### config.mk
export PLATFORM = sky130hd
export DESIGN_NAME = z80_io_master_flat
export DESIGN_NICKNAME = d
export VERILOG_FILES = /design/src/rtl/z80_io_pkg.sv /design/src/rtl/z80_io_if.sv /design/src/rtl/z80_io_sync.sv /design/src/rtl/z80_io_master.sv /design/src/flat_wrapper.sv
export SDC_FILE = /design/constraint.sdc
export NUM_CORES = 1
export LEC_CHECK = 0
export CORE_MARGIN = 1.5
export CORE_UTILIZATION = 53
export DETAILED_ROUTE_END_ITERATION = 10
export PLACE_DENSITY = 0.81
export SLEW_MARGIN = 20
export SYNTH_ARGS = -nofsm -noshare
export SYNTH_HDL_FRONTEND = slang
export SYNTH_SLANG_ARGS = --single-unit
### constraint.sdc
create_clock -name clk -period 2.99 [get_ports clk]
set_clock_uncertainty 0.15 [all_clocks]
set_input_delay 0.299 -clock clk [delete_from_list [all_inputs] [get_ports clk]]
set_output_delay 0.299 -clock clk [all_outputs]
set_load 0.1 [all_outputs]
### src/rtl/z80_io_pkg.sv
// Shared types and default timing for the Z80 I/O bus initiator.
package z80_io_pkg;

    typedef enum logic [2:0] {
        ST_IDLE    = 3'd0,
        ST_SETUP   = 3'd1,
        ST_STROBE  = 3'd2,
        ST_HOLD    = 3'd3,
        ST_RECOVER = 3'd4
    } io_state_e;

    localparam int DEF_SETUP_CYCLES    = 32'sd2;
    localparam int DEF_STROBE_CYCLES   = 32'sd6;
    localparam int DEF_HOLD_CYCLES     = 32'sd2;
    localparam int DEF_RECOVERY_CYCLES = 32'sd4;
    localparam int DEF_WAIT_TIMEOUT    = 32'sd255;

    function automatic int max2(input int a, input int b);
        return (a > b) ? a : b;
    endfunction

endpackage

### src/rtl/z80_io_if.sv
// Request/response handshake plus Z80 I/O pin bundle between the initiator and its surroundings.
interface z80_io_if;

    logic       req_valid;
    logic       req_ready;
    logic       req_wr;
    logic [7:0] req_addr;
    logic [7:0] req_data;
    logic       rsp_valid;
    logic [7:0] rsp_data;
    logic       rsp_err;
    logic [7:0] A;
    logic [7:0] cd_out;
    logic       cd_oe;
    logic [7:0] cd_in;
    logic       rd_iorq_n;
    logic       wr_iorq_n;
    logic       wait_n;

    modport master (
        input  req_valid, req_wr, req_addr, req_data, cd_in, wait_n,
        output req_ready, rsp_valid, rsp_data, rsp_err,
               A, cd_out, cd_oe, rd_iorq_n, wr_iorq_n
    );

    modport slave (
        output req_valid, req_wr, req_addr, req_data, cd_in, wait_n,
        input  req_ready, rsp_valid, rsp_data, rsp_err,
               A, cd_out, cd_oe, rd_iorq_n, wr_iorq_n
    );

endinterface

### src/rtl/z80_io_sync.sv
// Two-flop synchroniser for asynchronous bus inputs sampled in the clk_w domain.
module z80_io_sync #(
    parameter int               WIDTH   = 1,
    parameter logic [WIDTH-1:0] RST_VAL = {WIDTH{1'b0}}
) (
    input  logic             clk,
    input  logic             reset_n,
    input  logic [WIDTH-1:0] async_s,
    output logic [WIDTH-1:0] sync_r
);

    logic [WIDTH-1:0] meta_r;

    // Metastability stage followed by the stable output stage.
    always_ff @(posedge clk or negedge reset_n) begin
        if (!reset_n) begin
            meta_r <= RST_VAL;
            sync_r <= RST_VAL;
        end else begin
            meta_r <= async_s;
            sync_r <= meta_r;
        end
    end

endmodule

### src/rtl/z80_io_master.sv
// Z80 I/O bus initiator: turns single-beat requests into IORQ read/write cycles with
// programmable setup/strobe/hold/recovery timing and WAIT-driven strobe extension.
module z80_io_master
    import z80_io_pkg::*;
#(
    parameter int SETUP_CYCLES    = DEF_SETUP_CYCLES,
    parameter int STROBE_CYCLES   = DEF_STROBE_CYCLES,
    parameter int HOLD_CYCLES     = DEF_HOLD_CYCLES,
    parameter int RECOVERY_CYCLES = DEF_RECOVERY_CYCLES,
    parameter int WAIT_TIMEOUT    = DEF_WAIT_TIMEOUT
) (
    input  logic     clk,
    input  logic     reset_n,
    z80_io_if.master bus
);

    localparam int MAX_T = max2(max2(SETUP_CYCLES, STROBE_CYCLES), max2(HOLD_CYCLES, RECOVERY_CYCLES));
    localparam int CNT_W = $clog2(MAX_T + 32'sd1);
    localparam int EXT_W = (WAIT_TIMEOUT > 32'sd0) ? $clog2(WAIT_TIMEOUT + 32'sd1) : 32'sd1;

    localparam logic [CNT_W-1:0] CNT_ZERO     = {CNT_W{1'b0}};
    localparam logic [CNT_W-1:0] CNT_ONE      = CNT_W'(32'd1);
    localparam logic [CNT_W-1:0] SETUP_LAST   = CNT_W'(SETUP_CYCLES - 32'sd1);
    localparam logic [CNT_W-1:0] STROBE_LAST  = CNT_W'(STROBE_CYCLES - 32'sd1);
    localparam logic [CNT_W-1:0] HOLD_LAST    = CNT_W'(HOLD_CYCLES - 32'sd1);
    localparam logic [CNT_W-1:0] RECOVER_LAST = CNT_W'(RECOVERY_CYCLES - 32'sd1);
    localparam logic [EXT_W-1:0] EXT_ZERO     = {EXT_W{1'b0}};
    localparam logic [EXT_W-1:0] EXT_ONE      = EXT_W'(32'd1);
    localparam logic [EXT_W-1:0] EXT_MAX      = EXT_W'(WAIT_TIMEOUT);

    if ((SETUP_CYCLES < 32'sd1) || (STROBE_CYCLES < 32'sd3) || (HOLD_CYCLES < 32'sd1) ||
        (RECOVERY_CYCLES < 32'sd1) || (WAIT_TIMEOUT < 32'sd1)) begin : g_bad_timing
        $error("z80_io_master: timing parameters out of range");
    end

    io_state_e        state_r,     state_nxt_s;
    logic [CNT_W-1:0] cnt_r,       cnt_nxt_s;
    logic [EXT_W-1:0] ext_r,       ext_nxt_s;
    logic             wr_r,        wr_nxt_s;
    logic             req_ready_r, req_ready_nxt_s;
    logic             rsp_valid_r, rsp_valid_nxt_s;
    logic [7:0]       rsp_data_r,  rsp_data_nxt_s;
    logic             rsp_err_r,   rsp_err_nxt_s;
    logic [7:0]       a_r,         a_nxt_s;
    logic [7:0]       cd_out_r,    cd_out_nxt_s;
    logic             cd_oe_r,     cd_oe_nxt_s;
    logic             rd_n_r,      rd_n_nxt_s;
    logic             wr_n_r,      wr_n_nxt_s;
    logic [7:0]       cd_sync_r;
    logic             wait_sync_r;

    z80_io_sync #(.WIDTH(8), .RST_VAL(8'h00)) u_cd_sync (
        .clk     (clk),
        .reset_n (reset_n),
        .async_s (bus.cd_in),
        .sync_r  (cd_sync_r)
    );

    z80_io_sync #(.WIDTH(1), .RST_VAL(1'b1)) u_wait_sync (
        .clk     (clk),
        .reset_n (reset_n),
        .async_s (bus.wait_n),
        .sync_r  (wait_sync_r)
    );

    // Next-state and next-output decode; outputs are registered so they line up with the state.
    always_comb begin
        state_nxt_s     = state_r;
        cnt_nxt_s       = cnt_r;
        ext_nxt_s       = ext_r;
        wr_nxt_s        = wr_r;
        rsp_valid_nxt_s = 1'b0;
        rsp_data_nxt_s  = rsp_data_r;
        rsp_err_nxt_s   = rsp_err_r;
        a_nxt_s         = a_r;
        cd_out_nxt_s    = cd_out_r;
        cd_oe_nxt_s     = cd_oe_r;
        rd_n_nxt_s      = 1'b1;
        wr_n_nxt_s      = 1'b1;

        case (state_r)
            ST_IDLE: begin
                if (bus.req_valid) begin
                    wr_nxt_s     = bus.req_wr;
                    a_nxt_s      = bus.req_addr;
                    cd_out_nxt_s = bus.req_data;
                    cd_oe_nxt_s  = bus.req_wr;
                    cnt_nxt_s    = CNT_ZERO;
                    ext_nxt_s    = EXT_ZERO;
                    state_nxt_s  = ST_SETUP;
                end else begin
                    state_nxt_s  = ST_IDLE;
                end
            end
            ST_SETUP: begin
                if (cnt_r == SETUP_LAST) begin
                    cnt_nxt_s   = CNT_ZERO;
                    state_nxt_s = ST_STROBE;
                    rd_n_nxt_s  = wr_r;
                    wr_n_nxt_s  = ~wr_r;
                end else begin
                    cnt_nxt_s   = cnt_r + CNT_ONE;
                end
            end
            ST_STROBE: begin
                if (cnt_r != STROBE_LAST) begin
                    cnt_nxt_s  = cnt_r + CNT_ONE;
                    rd_n_nxt_s = wr_r;
                    wr_n_nxt_s = ~wr_r;
                end else if (wait_sync_r) begin
                    state_nxt_s     = ST_HOLD;
                    cnt_nxt_s       = CNT_ZERO;
                    rsp_valid_nxt_s = 1'b1;
                    rsp_err_nxt_s   = 1'b0;
                    if (!wr_r) begin
                        rsp_data_nxt_s = cd_sync_r;
                    end else begin
                        rsp_data_nxt_s = rsp_data_r;
                    end
                end else if (ext_r == EXT_MAX) begin
                    // Responder never released WAIT: end the strobe and flag the error.
                    state_nxt_s     = ST_HOLD;
                    cnt_nxt_s       = CNT_ZERO;
                    rsp_valid_nxt_s = 1'b1;
                    rsp_err_nxt_s   = 1'b1;
                end else begin
                    ext_nxt_s  = ext_r + EXT_ONE;
                    rd_n_nxt_s = wr_r;
                    wr_n_nxt_s = ~wr_r;
                end
            end
            ST_HOLD: begin
                if (cnt_r == HOLD_LAST) begin
                    cnt_nxt_s   = CNT_ZERO;
                    cd_oe_nxt_s = 1'b0;
                    state_nxt_s = ST_RECOVER;
                end else begin
                    cnt_nxt_s   = cnt_r + CNT_ONE;
                end
            end
            ST_RECOVER: begin
                if (cnt_r == RECOVER_LAST) begin
                    cnt_nxt_s   = CNT_ZERO;
                    state_nxt_s = ST_IDLE;
                end else begin
                    cnt_nxt_s   = cnt_r + CNT_ONE;
                end
            end
            default: begin
                state_nxt_s = ST_IDLE;
                cnt_nxt_s   = CNT_ZERO;
                cd_oe_nxt_s = 1'b0;
            end
        endcase

        req_ready_nxt_s = (state_nxt_s == ST_IDLE);
    end

    // State, counters and registered bus/response outputs.
    always_ff @(posedge clk or negedge reset_n) begin
        if (!reset_n) begin
            state_r     <= ST_IDLE;
            cnt_r       <= CNT_ZERO;
            ext_r       <= EXT_ZERO;
            wr_r        <= 1'b0;
            req_ready_r <= 1'b1;
            rsp_valid_r <= 1'b0;
            rsp_data_r  <= 8'h00;
            rsp_err_r   <= 1'b0;
            a_r         <= 8'h00;
            cd_out_r    <= 8'h00;
            cd_oe_r     <= 1'b0;
            rd_n_r      <= 1'b1;
            wr_n_r      <= 1'b1;
        end else begin
            state_r     <= state_nxt_s;
            cnt_r       <= cnt_nxt_s;
            ext_r       <= ext_nxt_s;
            wr_r        <= wr_nxt_s;
            req_ready_r <= req_ready_nxt_s;
            rsp_valid_r <= rsp_valid_nxt_s;
            rsp_data_r  <= rsp_data_nxt_s;
            rsp_err_r   <= rsp_err_nxt_s;
            a_r         <= a_nxt_s;
            cd_out_r    <= cd_out_nxt_s;
            cd_oe_r     <= cd_oe_nxt_s;
            rd_n_r      <= rd_n_nxt_s;
            wr_n_r      <= wr_n_nxt_s;
        end
    end

    assign bus.req_ready = req_ready_r;
    assign bus.rsp_valid = rsp_valid_r;
    assign bus.rsp_data  = rsp_data_r;
    assign bus.rsp_err   = rsp_err_r;
    assign bus.A         = a_r;
    assign bus.cd_out    = cd_out_r;
    assign bus.cd_oe     = cd_oe_r;
    assign bus.rd_iorq_n = rd_n_r;
    assign bus.wr_iorq_n = wr_n_r;

endmodule

### src/flat_wrapper.sv
// flat-port wrapper written by rule: the top's interface ports become plain ports
module z80_io_master_flat import z80_io_pkg::*;
#(
    parameter int SETUP_CYCLES    = DEF_SETUP_CYCLES,
    parameter int STROBE_CYCLES   = DEF_STROBE_CYCLES,
    parameter int HOLD_CYCLES     = DEF_HOLD_CYCLES,
    parameter int RECOVERY_CYCLES = DEF_RECOVERY_CYCLES,
    parameter int WAIT_TIMEOUT    = DEF_WAIT_TIMEOUT
)
  (clk, reset_n, bus_req_valid, bus_req_wr, bus_req_addr, bus_req_data, bus_cd_in, bus_wait_n, bus_req_ready, bus_rsp_valid, bus_rsp_data, bus_rsp_err, bus_A, bus_cd_out, bus_cd_oe, bus_rd_iorq_n, bus_wr_iorq_n);
  z80_io_if bus_i ();
  input  logic clk;
  input  logic reset_n;
  input wire logic [$bits(bus_i.req_valid)-1:0] bus_req_valid;
  input wire logic [$bits(bus_i.req_wr)-1:0] bus_req_wr;
  input wire logic [$bits(bus_i.req_addr)-1:0] bus_req_addr;
  input wire logic [$bits(bus_i.req_data)-1:0] bus_req_data;
  input wire logic [$bits(bus_i.cd_in)-1:0] bus_cd_in;
  input wire logic [$bits(bus_i.wait_n)-1:0] bus_wait_n;
  output wire logic [$bits(bus_i.req_ready)-1:0] bus_req_ready;
  output wire logic [$bits(bus_i.rsp_valid)-1:0] bus_rsp_valid;
  output wire logic [$bits(bus_i.rsp_data)-1:0] bus_rsp_data;
  output wire logic [$bits(bus_i.rsp_err)-1:0] bus_rsp_err;
  output wire logic [$bits(bus_i.A)-1:0] bus_A;
  output wire logic [$bits(bus_i.cd_out)-1:0] bus_cd_out;
  output wire logic [$bits(bus_i.cd_oe)-1:0] bus_cd_oe;
  output wire logic [$bits(bus_i.rd_iorq_n)-1:0] bus_rd_iorq_n;
  output wire logic [$bits(bus_i.wr_iorq_n)-1:0] bus_wr_iorq_n;
  assign bus_i.req_valid = bus_req_valid;
  assign bus_i.req_wr = bus_req_wr;
  assign bus_i.req_addr = bus_req_addr;
  assign bus_i.req_data = bus_req_data;
  assign bus_i.cd_in = bus_cd_in;
  assign bus_i.wait_n = bus_wait_n;
  assign bus_req_ready = bus_i.req_ready;
  assign bus_rsp_valid = bus_i.rsp_valid;
  assign bus_rsp_data = bus_i.rsp_data;
  assign bus_rsp_err = bus_i.rsp_err;
  assign bus_A = bus_i.A;
  assign bus_cd_out = bus_i.cd_out;
  assign bus_cd_oe = bus_i.cd_oe;
  assign bus_rd_iorq_n = bus_i.rd_iorq_n;
  assign bus_wr_iorq_n = bus_i.wr_iorq_n;
  z80_io_master #(.SETUP_CYCLES(SETUP_CYCLES), .STROBE_CYCLES(STROBE_CYCLES), .HOLD_CYCLES(HOLD_CYCLES), .RECOVERY_CYCLES(RECOVERY_CYCLES), .WAIT_TIMEOUT(WAIT_TIMEOUT)) u_core (.clk(clk), .reset_n(reset_n), .bus(bus_i));
endmodule
==> flow_summary.json <==
{
  "clk_latency_ns": 0.32,
  "root_buffer": "clkbuf_8",
  "cts.repair.resized": 0,
  "use_met2_pct": 31.4,
  "slew_viol_final": 0,
  "slowest_stage": "or3_4",
  "crit_arrival_ns": 2.31,
  "synthesis.nets": 246,
  "htree_levels": 3,
  "setup-violations-final": 0,
  "r2r-end": "u_core.bus.rsp_data[7]$_DFFE_PN0P_",
  "die_x_um": 71.4,
  "dp_hpwl_um": 3200,
  "rsz0062_at_grt": "no",
  "crit_family": "simple AND/OR/NAND/NOR gates",
  "worst-path-buf-inv": 1,
  "worst_setup_path_end_kind": "flop",
  "cts_tree": "done",
  "required_ns": 3.05,
  "start_util_pct": 55.9,
  "hp-class": "flop to flop",
  "hp-start": "u_core.u_cd_sync.meta_r[2]$_DFF_PN0_",
  "yosys_warnings": 0,
  "finalHoldViolations": 0,
  "fin_crit_sh_pct": 75.1,
  "cts_sinks": 63,
  "num_vias": 1741,
  "critPathLaunchType": "flop",
  "grt_pass1_wl_um": 8090,
  "dieArea_um2": 5100,
  "path_clk_slew_ns": 0.07,
  "failed_checks": "design-rule violations",
  "globalRouteMet3Util_pct": 6.61,
  "rows": 24,
  "track_usage_pct": 21.0,
  "drv_cap": 0,
  "multi_input_area_um2": 835,
  "numCtsBuffers": 9,
  "worstSetupPathType": "flop to flop",
  "drt-total-wl_um": 4650,
  "wl_per_cell_um": 14.1,
  "drive_gt1_share_pct": 23.4,
  "min_path_cells": 0,
  "worstReg2RegStart": "u_core.cnt_r[1]$_DFFE_PN0P_",
  "synthesis.area_um2": 2480,
  "route.detailed.drc": 4,
  "postCtsHoldBufs": 1,
  "postRouteAntennaNets": 0,
  "syn_inst": 212,
  "reg2reg_slack_ns": 0.74,
  "r2r_cells": 6,
  "core_um2": 4440,
  "post_cts_buffers": 0,
  "diodes": 0,
  "antenna_found_initial": 0,
  "overflow": 0,
  "grt_max_degree": 34,
  "fmaxAchievable_mhz": 445,
  "final_nets": 307,
  "tns_ns": 0,
  "firstDrtPassIters": 7,
  "place.gp.congestion": 0.833,
  "fillers": 317,
  "first_global_vias": 1775,
  "busiest_layer": "met2",
  "slew_headroom_pct": 48.9,
  "clk_path_buf_depth": 2,
  "status": "complete, but fails checks",
  "placed_cells": 313,
  "fin_cells": 330,
  "worstPathMaxFanout": 12,
  "worst_pin_slew_ns": 0.760,
  "seq_area_um2": 1580,
  "area.growth.synth_to_final_pct": 31.1,
  "crit_chain": "inv_1 > ha_1 > nand2_1 > or3_4 > nor3b_4 > mux2_2",
  "die_h_um": 71.4,
  "ys_ff_latch": 63,
  "drt_iter0_drc": 88,
  "hold_end": "u_core.u_cd_sync.sync_r[2]$_DFF_PN0_",
  "synth_cell_types": 39,
  "io_pins": 59,
  "period_minus_slack_ns": 2.25,
  "met1_usage_pct": 27.1,
  "drt-vias-per-instance": 5.28,
  "critPathMaxStageDelay_ns": 0.42,
  "syn_avg_cell_area_um2": 11.7,
  "io_buffers": 58,
  "synth_seq_area_share_pct": 63.8
}
## cell usage in the layout (no fill, tap or decap), drive strengths merged, types with 2 or more instances in the layout
| cell type | n |
|---|---|
| nand2 | 59 |
| dfrtp | 58 |
| buf | 32 |
| clkdlybuf4s50 | 27 |
| clkbuf | 11 |
| mux2 | 8 |
| a21oi | 7 |
| nand2b | 7 |
| mux2i | 5 |
| ha | 5 |
| dfstp | 5 |
| o31ai | 4 |
| or4 | 4 |
| inv | 3 |
| nor3 | 3 |
| o21ai | 3 |
| nor2 | 3 |
| nand3 | 3 |
| and4 | 2 |
| o22ai | 2 |
| a41o | 2 |
| nor4 | 2 |
| and3 | 2 |
| clkinvlp | 2 |
| bufinv | 2 |
| or3 | 2 |
## sequential cells by signal (all words and copies together) (netlist names), 3 cells and up
signal and count:
u_core.bus.cd_out 8, u_core.ext_r 8, u_core.cnt_r 3, u_core.bus.rsp_data 8, u_core.u_cd_sync.meta_r 8, u_core.bus.A 8
u_core.u_cd_sync.sync_r 8, u_core.state_r 3
## cells by family after synthesis
family	count (synthesis)	share of synthesized area, %
adder cells (fa/ha/maj)	5	2.52
multiplexers	13	5.65
buffers and inverters	13	2.62
flip-flops	63	63.8
AND/OR/NAND/NOR	92	18.2
AO/OA/AOI/OAI	26	7.26
## metrics by stage
step / setup WS, ns / utilization (%) / instance area (um^2) / hold WS [ns]
after floorplan: 0.987 / - / 2480 / -0.147
after global placement: 0.817 / 67.8 / 3010 / 0.183
after detailed placement: 0.733 / 67.8 / 3010 / 0.185
after CTS: 0.702 / 73.3 / 3260 / 0.200
after global routing: 0.621 / 73.3 / 3260 / 0.205
final: 0.743 / 73.3 / 3260 / 0.199
## how the worst max path moves through the flow
stage / startpoint / to / slack, ns / cells after the start
2_1_floorplan: u_core.cnt_r[1]$_DFFE_PN0P_ / u_core.ext_r[4]$_DFFE_PN0P_ / 0.99 / 7
3_3_place_gp: u_core.cnt_r[1]$_DFFE_PN0P_ / u_core.bus.rsp_data[4]$_DFFE_PN0P_ / 0.82 / 6
3_5_place_dp: u_core.cnt_r[1]$_DFFE_PN0P_ / u_core.bus.rsp_data[7]$_DFFE_PN0P_ / 0.73 / 6
4_1_cts: u_core.cnt_r[1]$_DFFE_PN0P_ / u_core.bus.rsp_data[7]$_DFFE_PN0P_ / 0.70 / 6
5_1_grt: u_core.cnt_r[1]$_DFFE_PN0P_ / u_core.bus.rsp_data[7]$_DFFE_PN0P_ / 0.62 / 6
6_report: u_core.cnt_r[1]$_DFFE_PN0P_ / u_core.bus.rsp_data[7]$_DFFE_PN0P_ / 0.74 / 6
## cells in the mapped netlist
master     instances  area [um^2]
a21o_1             1         7.51
a21oi_1            7         35.0
a221oi_1           1         8.76
a22o_1             1         8.76
a22oi_1            1         7.51
a2bb2oi_1          1         8.76
a31o_2             1         8.76
a32oi_1            1         8.76
a41o_1             2         20.0
a41oi_1            1         8.76
and2_1             1         6.26
and2b_1            1         7.51
and3_1             2         12.5
and3b_1            1         8.76
and4_1             2         17.5
buf_2              1         5.00
buf_6              2         22.5
clkbuf_1           7         26.3
dfrtp_1           58         1450
dfstp_2            5          131
ha_1               5         62.6
inv_1              3         11.3
mux2_2             8         90.1
mux2i_1            5         50.1
nand2_1           59          221
nand2b_1           6         37.5
nand2b_4           1         13.8
nand3_1            3         15.0
nand4_1            1         6.26
nor2_1             3         11.3
nor3_1             3         15.0
nor3b_4            1         18.8
nor4_1             2         12.5
o21ai_0            3         15.0
o22ai_1            2         12.5
o31ai_1            4         30.0
or3_1              1         6.26
or3_4              1         11.3
or4_1              4         30.0
## layer usage
metal  up-vias  share of wire [%]
met3         8                7.1
li1        858                  -
met2        52                 46
met4         0                2.3
met5         -                  0
met1       823                 44
## cell type report
cell class,instances,share of cell area (%)
clock buffer,11,4.65
clock inverter,5,2.46
inverter,3,0.346
multi-input combinational,136,25.6
sequential,63,48.6
tap,52,2.00
timing repair buffer,60,16.3
Power is not shown: default switching activity piles up to over one toggle a cycle in this logic, so the estimate is an artifact.
